==> src/rtl/stopwatch_run_control.sv <==
// Run/pause/done control for the 0-59 s stopwatch: debounces Load/Start,
// captures a validated stop target and stops the counter when it is reached.
module stopwatch_run_control #(
  parameter int DEBOUNCE_CYCLES = 1000000,
  parameter int MAX_COUNT       = 59,
  parameter int CNT_W           = 6
) (
  input  logic             Clk,
  input  logic             Reset,
  input  logic             Load_Btn,
  input  logic             Start_Btn,
  input  logic [CNT_W-1:0] Stop,
  input  logic [CNT_W-1:0] Count,
  output logic [CNT_W-1:0] Target,
  output logic             Count_En,
  output logic             Counter_Clr,
  output logic             Done,
  output logic             Load_Err
);

  localparam int DB_W = (DEBOUNCE_CYCLES > 1) ? $clog2(DEBOUNCE_CYCLES) : 1;
  localparam logic [DB_W-1:0]  DB_LAST   = DB_W'(DEBOUNCE_CYCLES - 1);
  localparam logic [CNT_W-1:0] MAX_VALUE = CNT_W'(MAX_COUNT);

  typedef enum logic [2:0] {
    IDLE    = 3'd0,
    ARMED   = 3'd1,
    RUNNING = 3'd2,
    PAUSED  = 3'd3,
    DONE    = 3'd4
  } state_t;

  // Bit 0 is Load, bit 1 is Start.
  logic [1:0] btn_raw;
  logic [1:0] rise_pulse;
  logic       ld_p;
  logic       st_p;

  assign btn_raw = {Start_Btn, Load_Btn};
  assign ld_p    = rise_pulse[0];
  assign st_p    = rise_pulse[1];

  genvar gi;
  generate
    for (gi = 0; gi < 2; gi++) begin : g_btn
      logic            sync1_reg;
      logic            sync2_reg;
      logic            deb_reg;
      logic [DB_W-1:0] db_cnt_reg;

      always_ff @(posedge Clk) begin
        if (!Reset) begin
          sync1_reg  <= 1'b0;
          sync2_reg  <= 1'b0;
          deb_reg    <= 1'b0;
          db_cnt_reg <= '0;
        end else begin
          sync1_reg <= btn_raw[gi];
          sync2_reg <= sync1_reg;
          if (sync2_reg == deb_reg) begin
            db_cnt_reg <= '0;
          end else if (db_cnt_reg == DB_LAST) begin
            deb_reg    <= sync2_reg;
            db_cnt_reg <= '0;
          end else begin
            db_cnt_reg <= db_cnt_reg + 1'b1;
          end
        end
      end

      // Pulse is the cycle in which the debounced level is about to rise.
      assign rise_pulse[gi] = sync2_reg & ~deb_reg & (db_cnt_reg == DB_LAST);
    end
  endgenerate

  state_t           state_reg, state_next;
  logic [CNT_W-1:0] target_reg, target_next;
  logic             load_err_reg, load_err_next;
  logic             clr_reg, clr_next;
  logic             count_en_reg;
  logic             done_reg;

  always_comb begin
    state_next    = state_reg;
    target_next   = target_reg;
    load_err_next = load_err_reg;
    clr_next      = 1'b0;
    if (state_reg == RUNNING) begin
      // Reaching the target wins over a pause request; loads are ignored here.
      if (Count == target_reg) begin
        state_next = DONE;
      end else if (st_p) begin
        state_next = PAUSED;
      end
    end else if (ld_p) begin
      if (Stop <= MAX_VALUE) begin
        target_next   = Stop;
        load_err_next = 1'b0;
        clr_next      = 1'b1;
        state_next    = ARMED;
      end else begin
        load_err_next = 1'b1;
      end
    end else if (st_p && (state_reg == ARMED || state_reg == PAUSED)) begin
      state_next = RUNNING;
    end
  end

  always_ff @(posedge Clk) begin
    if (!Reset) begin
      state_reg    <= IDLE;
      target_reg   <= '0;
      load_err_reg <= 1'b0;
      clr_reg      <= 1'b0;
      count_en_reg <= 1'b0;
      done_reg     <= 1'b0;
    end else begin
      state_reg    <= state_next;
      target_reg   <= target_next;
      load_err_reg <= load_err_next;
      clr_reg      <= clr_next;
      count_en_reg <= (state_next == RUNNING);
      done_reg     <= (state_next == DONE);
    end
  end

  assign Target      = target_reg;
  assign Count_En    = count_en_reg;
  assign Counter_Clr = clr_reg;
  assign Done        = done_reg;
  assign Load_Err    = load_err_reg;

endmodule

==> config.mk <==
export PLATFORM = sky130hd
export DESIGN_NAME = stopwatch_run_control
export DESIGN_NICKNAME = d
export VERILOG_FILES = /design/src/rtl/stopwatch_run_control.sv
export SDC_FILE = /design/constraint.sdc
export NUM_CORES = 1
export LEC_CHECK = 0
export ABC_AREA = 1
export ABC_CLOCK_PERIOD_IN_PS = 4700
export CORE_MARGIN = 1.5
export CORE_UTILIZATION = 35
export CTS_BUF_LIST = sky130_fd_sc_hd__clkbuf_16
export DETAILED_ROUTE_END_ITERATION = 16
export PLACE_DENSITY = 0.55
export SLEW_MARGIN = 20
export SYNTH_ARGS = -nofsm -noshare
export SYNTH_HDL_FRONTEND = slang
export SYNTH_SLANG_ARGS = --single-unit
==> constraint.sdc <==
create_clock -name Clk -period 4.7 [get_ports Clk]
set_input_delay 0.47 -clock Clk [delete_from_list [all_inputs] [get_ports Clk]]
set_output_delay 0.47 -clock Clk [all_outputs]
set_load 0.005 [all_outputs]
==> run_results.csv <==
group,metric,value,unit
worst_setup_path,worstPathRequired,4.91,ns
global_routing,grt_usage,14.3,%
sta,worstMarginPinSlew,0.782,ns
worst_setup_path,cp.arrival,2.34,ns
sta,fin_skew,0.00643,ns
final_layout,diodes,0,
final_layout,post-route-util,44.6,%
job,cap_violations,0,
global_routing,met1_usage,17.7,%
clock_tree,cts_sinks,59,
sta,fin_setup_tns,0,ns
die,fp.dieW,92.8,um
global_routing,grt_max_degree,21,
yosys,synth.area.top_cells,"dfxtp_1 42%, nand2_1 9.2%, inv_1 8.0%",
yosys,ys_seq_area_share,41.8,%
yosys,synth_top_cells_by_count,"69 x nand2_1, 60 x inv_1, 60 x nor2_1",
die,start_util,36.4,%
sta,period_needed,2.13,ns
die,core_area,7770,um^2
final_layout,fillers,827,
worst_hold_path,hp-start,"g_btn[0].sync1_reg",
global_routing,grt_pass1_vias,2274,
power,powerDensity,337,nW/um^2
final_layout,layout-drive-gt1-share,9.29,%
clock_tree,cts_buffer_depth,2,
yosys,ys.flop_type,"dfxtp_1",
global_routing,grtUsageMet2,22.7,%
placed_design,dp_cells,506,
placed_design,io_buffers,25,
clock_tree,clk_pin_slew,0.05,ns
worst_setup_path,rrSetupSlack,2.60,ns
power,p_leak,1.30,nW
detailed_routing,num_vias,2337,
clock_tree,cts_root_buf,"clkbuf_16",
worst_setup_path,reg2reg_depth,8,
yosys,netlist_area,2830,um^2
detailed_routing,drcViolationCount,0,
sta,setup_violations,0,
placed_design,place_congestion,0.818,
sta,fmax,0.469,GHz
yosys,async_reset_ff_share,0,%
yosys,synth.largest_area_cell,"dfxtp_1",
sta,post-route-period-util,45.3,%
sta,slew_violations,0,
worst_setup_path,worstSetupPathType,"in2reg",
die,die-area,8620,um^2
detailed_routing,ant_nets,0,
placed_design,dpl.hpwl,4.00,mm
detailed_routing,wl_per_cell,10.3,um
worst_setup_path,end_kind,"register",
detailed_routing,via_per_inst,4.48,
worst_setup_path,path_delay_family,"simple AND/OR/NAND/NOR gates",
yosys,synth-seq-cells,59,
final_layout,nets,435,
clock_tree,postCtsSetupBuffers,0,
worst_setup_path,reg2reg_from,"g_btn[0].db_cnt_reg[0]",
worst_setup_path,cp-start-kind,"primary input",
yosys,synth.net_count,405,
yosys,syn-instance-count,385,
worst_hold_path,holdCritPathClass,"reg2reg",
worst_setup_path,critical_path.max_stage_delay,0.74,ns
die,die_h,92.8,um
global_routing,grt_use_met3,3.94,%
final_layout,area_growth,22.7,%
clock_tree,hold_buffers,0,
worst_hold_path,min_to,"g_btn[0].sync2_reg",
clock_tree,cts_buffers,9,
global_routing,antenna_found_initial,0,
global_routing,grt.overflow.total,0,
clock_tree,clkLatencyLatePin,0.32,ns
yosys,synth_edf_count,0,
detailed_routing,drt-pass1-iter-count,4,
detailed_routing,drt_iter0_markers,95,
worst_setup_path,reg2reg_to,"g_btn[0].db_cnt_reg[11]",
die,fp-row-count,32,
worst_hold_path,min_path_cells,2,
outcome,status,"finished clean",
global_routing,grt_pass1_wl,9.64,mm
final_layout,finalNonFillerCells,522,
global_routing,top_usage_layer,"met2",
clock_tree,cts_resized,0,
yosys,ys_warn_count,0,
power,vdd_ir_drop_max,0.201,mV
worst_setup_path,crit_buf_inv,1,
detailed_routing,wirelength,5.37,mm
final_layout,largest_reg_flops,40,
yosys,ys_types,38,
sta,hold_viol_final,0,
worst_setup_path,crit_fanout,20,
worst_setup_path,slowest_stage,"clkdlybuf4s50_1",
sta,relSlewSlack,47.7,%
clock_tree,htreeDepth,3,
sta,rsz0062_at_grt,"no",
worst_setup_path,crit_chain,"clkdlybuf4s50_1 -> nand3_1 -> nor4_1",
yosys,synth_area_per_cell,7.34,um^2
yosys,synth_top_cell_area_share,41.8,%
clock_tree,cts_tree,"yes",
die,io_pins,26,
yosys,yosysMostFrequentCell,"nand2_1",
## layer usage
layer	up-vias	wire (um)
met5	-	0
met4	0	108
met3	8	213
met2	41	2410
met1	1017	2650
li1	1271	-
## cells by family after synthesis
group	share of synthesized area, %
fa+ha+maj	1.77
simple gates	35.1
xor+xnor	4.34
flops	41.8
buf+inv	9.48
compound gates	7.53
## report_power, final
part	internal (W)	leakage, nW	switching [W]	total (W)
sequential	0.000503	0.476	0.000000918	0.000504
combinational	0.0000151	0.689	0.0000130	0.0000280
clock	0.000407	0.139	0.000229	0.000637
## worst reg2reg max path, stage by stage (launching register included)
cell	delay [ns]
dfxtp_1	0.32
ha_1	0.23
nand3_2	0.13
nor2_4	0.05
nand2_2	0.09
clkinv_2	0.09
nand2_1	0.07
nand3_1	0.53
nor4_1	0.48
## worst max-delay path by stage
stage,start,to,slack [ns],depth (start not counted)
after global placement,Reset,g_btn[1].db_cnt_reg[17],2.24,6
after global routing,Reset,g_btn[1].db_cnt_reg[12],2.30,6
final,Reset,g_btn[0].db_cnt_reg[11],2.57,3
after CTS,Reset,g_btn[0].db_cnt_reg[11],2.51,3
after floorplan,g_btn[0].db_cnt_reg[0],Load_Err,3.16,10
after detailed placement,Reset,g_btn[1].db_cnt_reg[17],2.19,6
## final cells by class
class                      count  area, um^2  share of cell area [%]
clock buffer                   9         225                    6.50
clock inverter                 7        67.6                    1.95
inverter                      63         238                    6.86
multi-input combinational    257        1380                    39.7
sequential                    59        1180                    34.1
tap                          102         128                    3.68
timing repair buffer          25         250                    7.22
## cells in the final DEF (no fill, tap or decap), types with 2 or more instances in the layout
master and count:
nor3_1 16, xnor2_1 3, inv_2 2, clkbuf_16 9
nor3b_1 5, o21ai_0 7, nand3_1 22, nand4_1 3
o21bai_1 2, clkdlybuf4s50_1 25, nor3_4 2, nor2_2 6
ha_1 4, o21a_1 3, nor3_2 2, dfxtp_1 59
xor2_1 11, nor2_4 2, inv_1 60, nor3b_2 2
o21ai_1 4, clkinvlp_4 2, nand2_1 69, a21oi_1 19
and2_1 2, nor2_1 60, clkinv_2 3
## per-stage QoR
stage / power [W] / hold slack (ns) / cell area [um^2] / setup WS (ns)
floorplan: 0.000527 / 0.390 / 2830 / 3.16
detailed placement: 0.000543 / 0.404 / 3170 / 2.19
CTS: 0.00118 / 0.417 / 3470 / 2.51
global route: 0.00121 / 0.437 / 3470 / 2.30
finish: 0.00117 / 0.414 / 3470 / 2.57
global placement: 0.000542 / 0.393 / 3170 / 2.24
(Power assumes the default switching activity.)
